<file path="src/rtl/id_stage_pipe.sv">
// Instruction decode stage: field decode, register file read with write-back
// bypass, operand-2 select and an ID/EX register with valid/ready, flush and load-use bubble.
module id_stage_pipe #(
  parameter int XLEN     = 32,
  parameter int NREGS    = 32,
  parameter int ZERO_REG = 1
) (
  input  logic            clk,
  input  logic            rst,
  input  logic            in_valid,
  output logic            in_ready,
  input  logic [XLEN-1:0] in_pc,
  input  logic [31:0]     in_instr,
  input  logic            flush,
  input  logic            wb_en,
  input  logic [4:0]      wb_dest,
  input  logic [XLEN-1:0] wb_data,
  output logic            out_valid,
  input  logic            out_ready,
  output logic [XLEN-1:0] out_pc,
  output logic [XLEN-1:0] out_reg1,
  output logic [XLEN-1:0] out_reg2,
  output logic [XLEN-1:0] out_op2,
  output logic [4:0]      out_dest,
  output logic            out_wb_en,
  output logic            out_mem_read,
  output logic            out_mem_write,
  output logic [1:0]      out_branch_type,
  output logic [3:0]      out_exe_cmd,
  output logic            out_illegal,
  output logic            hazard_stall
);

  typedef enum logic [5:0] {
    OP_NOP  = 6'd0,
    OP_ADD  = 6'd1,
    OP_SUB  = 6'd3,
    OP_AND  = 6'd5,
    OP_OR   = 6'd6,
    OP_ADDI = 6'd32,
    OP_LD   = 6'd36,
    OP_ST   = 6'd37,
    OP_BEZ  = 6'd40,
    OP_BNE  = 6'd41,
    OP_JMP  = 6'd42
  } opcode_e;

  logic [5:0]      op;
  logic [4:0]      src1, src2, rd;
  logic [XLEN-1:0] imm_ext;

  assign op      = in_instr[31:26];
  assign src1    = in_instr[25:21];
  assign src2    = in_instr[20:16];
  assign rd      = in_instr[15:11];
  assign imm_ext = XLEN'(signed'(in_instr[15:0]));

  logic [3:0] d_cmd;
  logic [1:0] d_br;
  logic       d_wb, d_mr, d_mw, d_imm, d_rtype, d_ill, d_use1, d_use2;

  always_comb begin
    d_cmd   = '0;
    d_br    = 2'b00;
    d_wb    = 1'b0;
    d_mr    = 1'b0;
    d_mw    = 1'b0;
    d_imm   = 1'b0;
    d_rtype = 1'b0;
    d_ill   = 1'b0;
    d_use1  = 1'b1;
    unique case (op)
      OP_ADD:  begin d_cmd = 4'd1; d_wb = 1'b1; d_rtype = 1'b1; end
      OP_SUB:  begin d_cmd = 4'd2; d_wb = 1'b1; d_rtype = 1'b1; end
      OP_AND:  begin d_cmd = 4'd3; d_wb = 1'b1; d_rtype = 1'b1; end
      OP_OR:   begin d_cmd = 4'd4; d_wb = 1'b1; d_rtype = 1'b1; end
      OP_ADDI: begin d_cmd = 4'd1; d_wb = 1'b1; d_imm = 1'b1; end
      OP_LD:   begin d_cmd = 4'd1; d_wb = 1'b1; d_mr = 1'b1; d_imm = 1'b1; end
      OP_ST:   begin d_cmd = 4'd1; d_mw = 1'b1; d_imm = 1'b1; end
      OP_BEZ:  begin d_br = 2'b01; d_imm = 1'b1; end
      OP_BNE:  begin d_br = 2'b10; d_imm = 1'b1; end
      OP_JMP:  begin d_br = 2'b11; d_imm = 1'b1; d_use1 = 1'b0; end
      OP_NOP:  d_use1 = 1'b0;
      default: begin d_ill = 1'b1; d_use1 = 1'b0; end
    endcase
    d_use2 = d_rtype | (op == OP_ST) | (op == OP_BNE);
  end

  // Register file is sized to the full 5-bit index space; entries at or above
  // NREGS are never written, so they stay at their reset value and trim away.
  logic [XLEN-1:0] rf [32];
  logic            wb_legal;

  assign wb_legal = wb_en && (int'(wb_dest) < NREGS) && !(ZERO_REG != 0 && wb_dest == 5'd0);

  always_ff @(posedge clk) begin
    for (int unsigned i = 0; i < 32; i++) begin
      if (!rst)                              rf[i] <= '0;
      else if (wb_legal && wb_dest == 5'(i)) rf[i] <= wb_data;
    end
  end

  logic            rd1_ok, rd2_ok;
  logic [XLEN-1:0] reg1_val, reg2_val;

  assign rd1_ok   = (int'(src1) < NREGS) && !(ZERO_REG != 0 && src1 == 5'd0);
  assign rd2_ok   = (int'(src2) < NREGS) && !(ZERO_REG != 0 && src2 == 5'd0);
  assign reg1_val = !rd1_ok ? '0 : (wb_legal && wb_dest == src1) ? wb_data : rf[src1];
  assign reg2_val = !rd2_ok ? '0 : (wb_legal && wb_dest == src2) ? wb_data : rf[src2];

  logic adv, haz;

  assign adv = !out_valid || out_ready;
  assign haz = in_valid && out_valid && out_mem_read && (out_dest != 5'd0) &&
               ((d_use1 && out_dest == src1) || (d_use2 && out_dest == src2));
  assign hazard_stall = haz;
  assign in_ready     = flush || (adv && !haz);

  always_ff @(posedge clk) begin
    if (!rst) begin
      out_valid       <= 1'b0;
      out_pc          <= '0;
      out_reg1        <= '0;
      out_reg2        <= '0;
      out_op2         <= '0;
      out_dest        <= '0;
      out_wb_en       <= 1'b0;
      out_mem_read    <= 1'b0;
      out_mem_write   <= 1'b0;
      out_branch_type <= 2'b00;
      out_exe_cmd     <= '0;
      out_illegal     <= 1'b0;
    end else if (flush) begin
      out_valid <= 1'b0;
    end else if (adv) begin
      if (haz || !in_valid) begin
        out_valid <= 1'b0;
      end else begin
        out_valid       <= 1'b1;
        out_pc          <= in_pc;
        out_reg1        <= reg1_val;
        out_reg2        <= reg2_val;
        out_op2         <= d_imm ? imm_ext : reg2_val;
        out_dest        <= d_rtype ? rd : src2;
        out_wb_en       <= d_wb;
        out_mem_read    <= d_mr;
        out_mem_write   <= d_mw;
        out_branch_type <= d_br;
        out_exe_cmd     <= d_cmd;
        out_illegal     <= d_ill;
      end
    end
  end

endmodule
</file>
<file path="config.mk">
export PLATFORM = sky130hd
export DESIGN_NAME = id_stage_pipe
export DESIGN_NICKNAME = d
export VERILOG_FILES = /design/src/rtl/id_stage_pipe.sv
export SDC_FILE = /design/constraint.sdc
export NUM_CORES = 2
export LEC_CHECK = 0
export CAP_MARGIN = 20
export CORE_UTILIZATION = 30
export CTS_CLUSTER_SIZE = 28
export DETAILED_ROUTE_END_ITERATION = 8
export SETUP_SLACK_MARGIN = 0.15
export SYNTH_ARGS = -nofsm -noshare
export SYNTH_HDL_FRONTEND = slang
export SYNTH_SLANG_ARGS = --single-unit
</file>
<file path="constraint.sdc">
create_clock -name clk -period 6.4 [get_ports clk]
set_input_delay 1.28 -clock clk [delete_from_list [all_inputs] [get_ports clk]]
set_output_delay 1.28 -clock clk [all_outputs]
set_load 0.02 [all_outputs]
</file>
==> flow_metrics.env <==
export IMPL_status="finished, final reports clean"
export IMPL_drive_above_1_share=0.203
export IMPL_postCtsSetupBuffers=0
export IMPL_first_iter_violations=6024
export IMPL_tritoncts="yes"
export IMPL_grt_setup_unrepaired="false"
export IMPL_io_buffers=251
export IMPL_required_ns=5.12
export IMPL_cts_buffers=120
export IMPL_rrSetupSlack_ns=3.39
export IMPL_cts_max_path_buffers=3
export IMPL_syn_inst=4318
export IMPL_netlist_area_leader_share=0.507
export IMPL_area_growth_pct=16.8
export IMPL_path_common_cell="clkdlybuf4s50_1"
export IMPL_worst_slack_ns=1.31
export IMPL_crit_chain="clkdlybuf4s50_1 > and3b_1 > o21ai_0 > o211ai_1 > o2bb2ai_2 > nand3_1 > inv_1 > o21bai_1 > clkdlybuf4s50_1"
export IMPL_synth_edf_count=1024
export IMPL_path_buf_inv=3
export IMPL_synth_largest_area_cell="edfxtp_1"
export IMPL_synth_avg_cell_area_sq_um=14.0
export IMPL_grt_pass1_vias=41000
export IMPL_place_congestion=0.870
export IMPL_layout_commonest_cell="edfxtp_1"
export IMPL_ios=253
export IMPL_overflow=0
export IMPL_wirelength_mm=233
export IMPL_post_cts_resized=0
export IMPL_wl_per_cell_um=32.3
export IMPL_yosys_top_cells_area="edfxtp_1 51%, mux4_2 17%, and2_1 10%, dfxtp_1 4.7%, mux2i_1 3.3%"
export IMPL_cts_sinks=1167
export IMPL_drv_cap=0
export IMPL_clk_latency_ns=0.77
export IMPL_worstSetupStartpointType="input pin"
export IMPL_yosys_warnings=0
export IMPL_initial_core_util=0.303
export IMPL_hold_buffers=0
export IMPL_hold_path_class="flop to flop"
export IMPL_core_area_sq_mm=0.200
export IMPL_antenna_found_initial=29
export IMPL_seq_area_frac_synth=0.554
export IMPL_die_w_um=452
export IMPL_drv_slew=0
export IMPL_grt_max_degree=95
export IMPL_dp_slack_ns=1.33
export IMPL_dieArea_sq_mm=0.204
export IMPL_synth_seq_cells=1167
export IMPL_syn_area_sq_mm=0.0606
export IMPL_final_nets=4548
export IMPL_p_per_area_mw_per_mm2=264
export IMPL_p_total_uw=18700
export IMPL_grt_pass1_wl_mm=321
export IMPL_hpwl_mm=138
export IMPL_h_tree_depth=3
export IMPL_min_period_over_period=0.795
export IMPL_drc=0
export IMPL_vias=41500
export IMPL_yosysUniqueCellTypes=69
export IMPL_setup_viol=0
export IMPL_max_stage_delay_ns=0.63
export IMPL_fin_crit_ns=5.09
export IMPL_finClkSkew_ns=0.0246
export IMPL_vdd_drop_max_uv=236
export IMPL_vias_per_cell=5.75
export IMPL_path_clk_slew_ns=0.06
export IMPL_cp_arrival_ns=3.81
export IMPL_cp_slowest_cell="clkdlybuf4s50_1"
export IMPL_p_leak_uw=0.0240
export IMPL_critPathKind="input pin to output pin"
export IMPL_nFillCells=19000
export IMPL_fp_dieH_um=452
export IMPL_end_kind="output pin"
export IMPL_drt_antenna_violating_nets=0
export IMPL_hold_viol=0
export IMPL_setup_tns_ns=0
export IMPL_synth_main_ff_cell="edfxtp_1"
export IMPL_rows=164
export IMPL_layout_common_cells="1024 x edfxtp_1, 994 x and2_1, 468 x mux4_2"
export IMPL_cp_max_fo=13
export IMPL_relSlewSlack=0.220
export IMPL_final_cells=7213
export IMPL_max_freq_ghz=0.196
export IMPL_ctsRootBufferMaster="clkbuf_16"
export IMPL_hold_ws_ns=0.453
export IMPL_grt_usage=0.223
export IMPL_worst_path_dominant_cell_family="buffers and inverters"
export IMPL_worst_slew_pin_slew_ns=1.17
export IMPL_dp_cells=6971
export IMPL_synthArstFlopShare=0
export IMPL_drt_pass1_iterations=5
-- kinds of logic after synthesis --
kind of cell	share of synthesized area
other	0.0000618
flip-flops	0.554
multiplexers	0.209
AND/OR/NAND/NOR	0.133
XOR/XNOR	0.00332
AO/OA/AOI/OAI	0.0632
buffers and inverters	0.0375
-- metrics by stage --
step                      instance area (sq um)  utilization
final                                     70800        0.354
after global routing                      70800        0.354
after CTS                                 70700        0.353
after detailed placement                  66700        0.333
after global placement                    66600        0.333
after floorplan                           60800            -
-- metal layers --
metal / part of all wire / GRT usage / routed length (um)
met1: 0.36 / 0.274 / 84400
met3: 0.10 / 0.0505 / 24100
met2: 0.47 / 0.361 / 110000
met5: 0.00023 / 0 / 53
met4: 0.061 / 0.128 / 14200
-- registers in the layout, summed over array words and instances (netlist names) --
name and cells:
rf 1024, out_op2 32, out_pc 32, out_reg1 32, out_reg2 32, out_dest 5, out_exe_cmd 3, out_branch_type 2
out_illegal 1, out_mem_read 1, out_mem_write 1, out_valid 1, out_wb_en 1
-- path summary, 6_finish.rpt --
kind	start	to	cells past startpoint
min reg2reg	out_pc[10]	out_pc[10]	2
max reg2reg	out_dest[4]	out_reg1[2]	8
max	in_instr[27]	in_ready	9
min	out_pc[10]	out_pc[10]	2
-- power breakdown --
group | switching [uW] | internal, uW
logic | 1410 | 999
registers | 245 | 8710
clock network | 3140 | 4210
total | 4800 | 13900
-- Yosys cell counts, drive strengths merged (3+ instances only) --
library cell  count
edfxtp         1024
and2            996
mux4            473
clkbuf          325
mux2i           198
o21ai           178
dfxtp           143
buf             137
nor2            136
a21oi           119
nand2           101
nand3            79
a211oi           78
o221ai           45
a22o             31
o22ai            31
a221oi           30
nand2b           23
o41ai            23
nor3             18
xnor2            18
a22oi            17
nor2b            14
inv              11
o21a             11
o31ai             9
nand4             6
or3               6
xor2              5
or4               3
-- final cells by class --
class | instances | area (sq um) | share of cell area
clock inverter | 54 | 558 | 0.00788
sequential | 1167 | 33600 | 0.475
clock buffer | 172 | 3480 | 0.0492
tap | 2656 | 3320 | 0.0469
timing repair buffer | 431 | 4270 | 0.0603
antenna | 12 | 30.0 | 0.000424
multi-input combinational | 2710 | 25500 | 0.360
inverter | 11 | 43.8 | 0.000618
-- tightest hold or removal path: cells and delay by family, from the launching register on --
kind            cells  cell delay, ns
flops               1            0.30
simple gates        1            0.05
compound gates      1            0.05
(Power assumes the default switching activity.)
